`src/rtl/cdr_scan_driver_if.sv`:
```
// Pattern-in / response-out handshake bundle for the CDR scan driver.
// The driver uses the slave view; the pattern source / response sink uses master.
interface cdr_scan_driver_if #(
    parameter int CHAIN_LEN = 8
);
    logic [CHAIN_LEN-1:0] pat_data;
    logic [CHAIN_LEN-1:0] pat_exp;
    logic [CHAIN_LEN-1:0] pat_mask;
    logic                 pat_capture;
    logic                 pat_valid;
    logic                 pat_ready;

    logic [CHAIN_LEN-1:0] rsp_data;
    logic                 rsp_fail;
    logic                 rsp_valid;
    logic                 rsp_ready;

    modport master (
        output pat_data, pat_exp, pat_mask, pat_capture, pat_valid, rsp_ready,
        input  pat_ready, rsp_data, rsp_fail, rsp_valid
    );

    modport slave (
        input  pat_data, pat_exp, pat_mask, pat_capture, pat_valid, rsp_ready,
        output pat_ready, rsp_data, rsp_fail, rsp_valid
    );
endinterface

```
`src/rtl/cdr_scan_driver.sv`:
```
// Scan-side master for the CDR chain: shifts a stimulus word in while unloading
// the previous contents, optionally holds se low for a capture window, then returns the response.
module cdr_scan_driver #(
    parameter int CHAIN_LEN      = 8,
    parameter int CAPTURE_CYCLES = 1,
    parameter int CNT_W          = $clog2(CHAIN_LEN + CAPTURE_CYCLES) + 1
) (
    input  logic                    CLK,
    input  logic                    CoreIN_RESET,
    cdr_scan_driver_if.slave        bus,
    output logic                    ScanChainIN,
    output logic                    se,
    input  logic                    ScanChainOut,
    output logic                    busy
);

    typedef enum logic [1:0] {
        IDLE    = 2'd0,
        SHIFT   = 2'd1,
        CAPTURE = 2'd2,
        RESP    = 2'd3
    } state_t;

    localparam logic [CNT_W-1:0] SHIFT_LAST = CNT_W'(CHAIN_LEN - 1);
    localparam logic [CNT_W-1:0] CAP_LAST   = CNT_W'(CHAIN_LEN + CAPTURE_CYCLES - 1);

    state_t               state_q;
    logic [CHAIN_LEN-1:0] tx_q;
    logic [CHAIN_LEN-1:0] rx_q;
    logic [CHAIN_LEN-1:0] exp_q;
    logic [CHAIN_LEN-1:0] mask_q;
    logic                 cap_q;
    logic [CNT_W-1:0]     cnt_q;
    logic                 sin_q;
    logic                 se_q;
    logic                 busy_q;
    logic [CHAIN_LEN-1:0] rsp_data_q;
    logic                 rsp_fail_q;
    logic                 rsp_valid_q;

    logic [CHAIN_LEN-1:0] rx_d;
    logic                 rsp_fail_d;
    logic [CNT_W-1:0]     cnt_d;

    // The chain output sampled here is the bit present before the CDR shifts on this edge.
    always_comb begin
        rx_d       = {ScanChainOut, rx_q[CHAIN_LEN-1:1]};
        rsp_fail_d = |((rx_d ^ exp_q) & mask_q);
        cnt_d      = (cnt_q == CAP_LAST) ? cnt_q : cnt_q + CNT_W'(1);
    end

    always_ff @(posedge CLK or posedge CoreIN_RESET) begin
        if (CoreIN_RESET) begin
            state_q     <= IDLE;
            tx_q        <= '0;
            rx_q        <= '0;
            exp_q       <= '0;
            mask_q      <= '0;
            cap_q       <= 1'b0;
            cnt_q       <= '0;
            sin_q       <= 1'b0;
            se_q        <= 1'b0;
            busy_q      <= 1'b0;
            rsp_data_q  <= '0;
            rsp_fail_q  <= 1'b0;
            rsp_valid_q <= 1'b0;
        end else begin
            case (state_q)
                IDLE: begin
                    if (bus.pat_valid) begin
                        tx_q    <= bus.pat_data >> 1;
                        exp_q   <= bus.pat_exp;
                        mask_q  <= bus.pat_mask;
                        cap_q   <= bus.pat_capture;
                        cnt_q   <= '0;
                        se_q    <= 1'b1;
                        sin_q   <= bus.pat_data[0];
                        busy_q  <= 1'b1;
                        state_q <= SHIFT;
                    end
                end

                SHIFT: begin
                    rx_q  <= rx_d;
                    tx_q  <= tx_q >> 1;
                    sin_q <= tx_q[0];
                    cnt_q <= cnt_d;
                    if (cnt_q == SHIFT_LAST) begin
                        se_q       <= 1'b0;
                        sin_q      <= 1'b0;
                        rsp_data_q <= rx_d;
                        rsp_fail_q <= rsp_fail_d;
                        if (cap_q) begin
                            state_q <= CAPTURE;
                        end else begin
                            rsp_valid_q <= 1'b1;
                            state_q     <= RESP;
                        end
                    end
                end

                // se stays low so the CDR can load functional data; the chain output is ignored.
                CAPTURE: begin
                    cnt_q <= cnt_d;
                    if (cnt_q == CAP_LAST) begin
                        rsp_valid_q <= 1'b1;
                        state_q     <= RESP;
                    end
                end

                RESP: begin
                    if (bus.rsp_ready) begin
                        rsp_valid_q <= 1'b0;
                        busy_q      <= 1'b0;
                        state_q     <= IDLE;
                    end
                end

                default: begin
                    state_q <= IDLE;
                end
            endcase
        end
    end

    assign bus.pat_ready = (state_q == IDLE);
    assign bus.rsp_data  = rsp_data_q;
    assign bus.rsp_fail  = rsp_fail_q;
    assign bus.rsp_valid = rsp_valid_q;
    assign ScanChainIN   = sin_q;
    assign se            = se_q;
    assign busy          = busy_q;

endmodule

```
`src/flat_wrapper.sv`:
```
// flat-port wrapper written by rule: the top's interface ports become plain ports
module cdr_scan_driver_flat 
#(
    parameter int CHAIN_LEN      = 8,
    parameter int CAPTURE_CYCLES = 1,
    parameter int CNT_W          = $clog2(CHAIN_LEN + CAPTURE_CYCLES) + 1
)
  (CLK, CoreIN_RESET, ScanChainIN, se, ScanChainOut, busy, bus_pat_data, bus_pat_exp, bus_pat_mask, bus_pat_capture, bus_pat_valid, bus_rsp_ready, bus_pat_ready, bus_rsp_data, bus_rsp_fail, bus_rsp_valid);
  cdr_scan_driver_if #(.CHAIN_LEN(CHAIN_LEN)) bus_i ();
  input  logic CLK;
  input  logic CoreIN_RESET;
  output logic ScanChainIN;
  output logic se;
  input  logic ScanChainOut;
  output logic busy;
  input wire logic [$bits(bus_i.pat_data)-1:0] bus_pat_data;
  input wire logic [$bits(bus_i.pat_exp)-1:0] bus_pat_exp;
  input wire logic [$bits(bus_i.pat_mask)-1:0] bus_pat_mask;
  input wire logic [$bits(bus_i.pat_capture)-1:0] bus_pat_capture;
  input wire logic [$bits(bus_i.pat_valid)-1:0] bus_pat_valid;
  input wire logic [$bits(bus_i.rsp_ready)-1:0] bus_rsp_ready;
  output wire logic [$bits(bus_i.pat_ready)-1:0] bus_pat_ready;
  output wire logic [$bits(bus_i.rsp_data)-1:0] bus_rsp_data;
  output wire logic [$bits(bus_i.rsp_fail)-1:0] bus_rsp_fail;
  output wire logic [$bits(bus_i.rsp_valid)-1:0] bus_rsp_valid;
  assign bus_i.pat_data = bus_pat_data;
  assign bus_i.pat_exp = bus_pat_exp;
  assign bus_i.pat_mask = bus_pat_mask;
  assign bus_i.pat_capture = bus_pat_capture;
  assign bus_i.pat_valid = bus_pat_valid;
  assign bus_i.rsp_ready = bus_rsp_ready;
  assign bus_pat_ready = bus_i.pat_ready;
  assign bus_rsp_data = bus_i.rsp_data;
  assign bus_rsp_fail = bus_i.rsp_fail;
  assign bus_rsp_valid = bus_i.rsp_valid;
  cdr_scan_driver #(.CHAIN_LEN(CHAIN_LEN), .CAPTURE_CYCLES(CAPTURE_CYCLES), .CNT_W(CNT_W)) u_core (.CLK(CLK), .CoreIN_RESET(CoreIN_RESET), .bus(bus_i), .ScanChainIN(ScanChainIN), .se(se), .ScanChainOut(ScanChainOut), .busy(busy));
endmodule
```
`config.mk`:
```
export PLATFORM = sky130hd
export DESIGN_NAME = cdr_scan_driver_flat
export DESIGN_NICKNAME = d
export VERILOG_FILES = /design/src/rtl/cdr_scan_driver_if.sv /design/src/rtl/cdr_scan_driver.sv /design/src/flat_wrapper.sv
export SDC_FILE = /design/constraint.sdc
export NUM_CORES = 1
export LEC_CHECK = 0
export CAP_MARGIN = 10
export CORE_ASPECT_RATIO = 1.25
export CORE_MARGIN = 5
export CORE_UTILIZATION = 52
export CTS_CLUSTER_DIAMETER = 30
export DETAILED_ROUTE_END_ITERATION = 10
export PLACE_DENSITY = 0.86
export SLEW_MARGIN = 25
export SYNTH_ARGS = -nofsm -noshare
export SYNTH_HDL_FRONTEND = slang
export SYNTH_SLANG_ARGS = --single-unit
```
`constraint.sdc`:
```
create_clock -name CLK -period 2.8 [get_ports CLK]
set_clock_uncertainty 0.15 [all_clocks]
set_input_delay 0.84 -clock CLK [delete_from_list [all_inputs] [get_ports CLK]]
set_output_delay 0.84 -clock CLK [all_outputs]
set_load 0.05 [all_outputs]
```
==> flow_summary.yaml <==
run_status:
  status: "finished, final reports clean"
sta:
  worst_slew_pin_slew_ns: 0.618
  finalSetupViolations: 0
  fmax_mhz: 402
  min_period_over_period: 0.888
  final_max_slew_viol_count: 0
  rsz0062_at_grt: "false"
  relSlewSlack: 0.588
  tns_ns: 0
  period_minus_slack_ns: 2.49
  final.setup.worst_slack_ns: 0.314
  hold_viol: 0
clocking:
  ctsResizeCount: 0
  clkSlewWorstSetupHoldPaths_ns: 0.08
  cts_setup_buffers: 0
  clock_sinks: 51
  hold_buffers: 0
  cts_tree: "done"
  numCtsBuffers: 5
  h-tree-depth: 2
  clkLatencyLatePin_ns: 0.31
  root_buffer: "clkbuf_8"
  clockBufferDepth: 2
floorplanning:
  ios: 44
  die_h_um: 85.6
  initial_utilization: 0.537
  die_w_um: 70.4
  dieArea_um2: 6030
  core_um2: 4430
  core.rowCount: 27
drt:
  vias_per_cell: 5.46
  drc: 0
  drt_iter0_drc: 98
  drt_wl_total_um: 4690
  routedWlPerCell_um: 15.9
  drt_pre_antenna_iters: 4
  routed-via-count: 1605
  ant_nets: 0
worst_setup_path:
  critPathKind: "reg -> out"
  path_max_fanout: 3
  startpoint_type: "flop"
  reg2regPathDepth: 5
  regToRegStartpoint: "u_core.state_q[1]"
  cp_top_family: "buffers and inverters"
  cp_data_arrival_time_ns: 1.50
  critPathRequiredTime_ns: 1.81
  regToRegEndpoint: "u_core.bus.rsp_data[6]"
  crit_path_end_kind: "output port"
  max_stage_delay_ns: 0.81
  worstPathCellList: "clkdlybuf4s50_1"
  cp_num_buf_inv: 1
  cp_slowest_cell: "clkdlybuf4s50_1"
  regToRegSetupSlack_ns: 0.73
final_layout:
  final_util: 0.673
  syn_to_final_growth_pct: 25.3
  finish.instance_area_um2: 2980
  n_antenna_cell: 0
  fin_nets: 272
  drive_gt1_frac: 0.212
pwr:
  p_int_w: 0.00212
  p_clk_frac: 0.119
  power.density_nw_per_um2: 1190
  p_sw_w: 0.00143
  p_comb_frac: 0.498
  power.leakage_nw: 1.30
  sw_frac_of_total: 0.404
  finalPower_w: 0.00355
  seq_power_share: 0.383
  ir_drop_v: 0.000652
synth:
  ys_types: 35
  synth_simple_gate_area_frac: 0.0558
  synth_edf_count: 0
  synthFlopType: "dfrtp_1"
  synthArstFlopShare: 1.00
  synth-seq-area-share: 0.537
  synth_top_family_by_area: "multiplexers"
  avgSynthCellArea_um2: 12.5
  netlist_area_um2: 2370
  ys_ff_latch: 51
  synthXorXnorAreaFrac: 0.0369
  synth-compound-area-share: 0.132
  synthAdderAreaFrac: 0.0316
  postSynthCellCount: 190
  synth_nets: 226
  muxShareOfSynthArea: 0.173
  ys_warn_count: 0
placed_design:
  place_ws_ns: 0.353
  dp_hpwl_um: 3290
  port_buffers: 43
  gp_congestion: 0.785
  dpl_cell_area_um2: 2890
hold_path:
  hold_path_class: "reg -> reg"
  holdPathEnd: "u_core.bus.rsp_valid"
  worstHoldStart: "u_core.bus.rsp_valid"
  min_path_cells: 1
global_route:
  antenna_found_initial: 0
  grt_max_degree: 52
  track_usage: 0.167
  grt-ovfl-total: 0
  grt_pass1_vias: 1732
  grt_pass1_wl_um: 8000
job:
  max-cap-violations: 0
state kept, by name, indices dropped and copies added, names as in the netlist:
name / flops
u_core.bus.rsp_valid: 1
u_core.cap_q: 1
u_core.bus.rsp_data: 8
u_core.se: 1
u_core.bus.rsp_fail: 1
u_core.exp_q: 8
u_core.rx_q: 7
u_core.mask_q: 8
u_core.tx_q: 7
u_core.state_q: 2
u_core.ScanChainIN: 1
u_core.cnt_q: 5
u_core.busy: 1
how the worst max path moves through the flow:
stage / depth (start not counted) / endpoint / startpoint
finish: 1 / busy / u_core.busy
global route: 3 / bus_pat_ready / u_core.state_q[1]
CTS: 1 / bus_rsp_data[3] / u_core.bus.rsp_data[3]
detailed placement: 4 / u_core.exp_q[2] / bus_pat_valid
global placement: 4 / u_core.mask_q[4] / bus_pat_valid
floorplan: 1 / u_core.ScanChainIN / CoreIN_RESET
final cells by class:
| type | instances | area (um2) |
|---|---|---|
| Clock inverter | 1 | 5.00 |
| Inverter | 8 | 30.0 |
| Clock buffer | 6 | 82.6 |
| Sequential cell | 51 | 1280 |
| Timing Repair Buffer | 48 | 490 |
| Multi-Input combinational cell | 122 | 1020 |
| Tap cell | 58 | 72.6 |
| Fill cell | 342 | 1450 |
cell usage after synthesis (all sizes together) (2+ instances only):
cell,number,area (um2)
nand3,3,15.0
o22ai,12,75.1
a21oi,11,55.1
xor2,10,87.6
buf,8,45.0
nand2,5,18.8
nand4bb,2,27.5
nor2,4,15.0
inv,8,30.0
a22oi,5,42.5
o211ai,2,15.0
ha,6,75.1
nor2b,3,18.8
nand4,3,18.8
a31oi,2,12.5
o21ai,9,45.0
dfrtp,51,1280
mux2,33,402
a22o,2,17.5
placed cells by master (no fill, tap or decap), types with 2 or more instances in the layout:
| master | Yosys | final |
|---|---|---|
| dfrtp_1 | 51 | 51 |
| clkdlybuf4s50_1 | 0 | 42 |
| mux2_2 | 25 | 25 |
| o22ai_1 | 12 | 12 |
| a21oi_1 | 11 | 11 |
| xor2_1 | 10 | 10 |
| o21ai_0 | 9 | 9 |
| mux2_4 | 8 | 8 |
| inv_1 | 8 | 7 |
| ha_1 | 6 | 6 |
| clkbuf_8 | 0 | 6 |
| nand2_1 | 5 | 5 |
| a22oi_1 | 4 | 4 |
| nor2_1 | 4 | 4 |
| buf_4 | 0 | 4 |
| nand3_1 | 3 | 3 |
| nand4_1 | 3 | 3 |
| nor2b_1 | 3 | 3 |
| a22o_1 | 2 | 2 |
| o211ai_1 | 2 | 2 |
| a31oi_1 | 2 | 2 |
| buf_12 | 0 | 2 |
kinds of logic (layout without fill, tap and decap cells):
| family | Yosys count | after routing |
|---|---|---|
| mux | 34 | 34 |
| buf+inv | 17 | 63 |
| simple gates | 23 | 23 |
| compound gates | 49 | 49 |
| fa+ha+maj | 6 | 6 |
| flops | 51 | 51 |
| xor+xnor | 10 | 10 |
per-layer routing:
layer  GRT usage  vias up  wire [um]
li1            -      784          -
met1       0.185      778       1930
met2       0.310       37       2500
met3      0.0410        6        213
met4      0.0540        0         42
met5           0        -          0
power by group through the flow:
stage / Clock (W) / Combinational, W / Sequential, W
floorplan: 0 / 0.00105 / 0.00157
global placement: 0 / 0.00171 / 0.00136
detailed placement: 0 / 0.00177 / 0.00137
CTS: 0.000441 / 0.00178 / 0.00136
global route: 0.000468 / 0.00192 / 0.00141
finish: 0.000423 / 0.00177 / 0.00136
metrics by stage:
| stage | hold slack, ns | cells |
|---|---|---|
| floorplan | 0.315 | 190 |
| global placement | 0.331 | 287 |
| detailed placement | 0.329 | 287 |
| CTS | 0.358 | 294 |
| global route | 0.391 | 294 |
| finish | 0.350 | 294 |
Power figures use the tool's default switching activity.
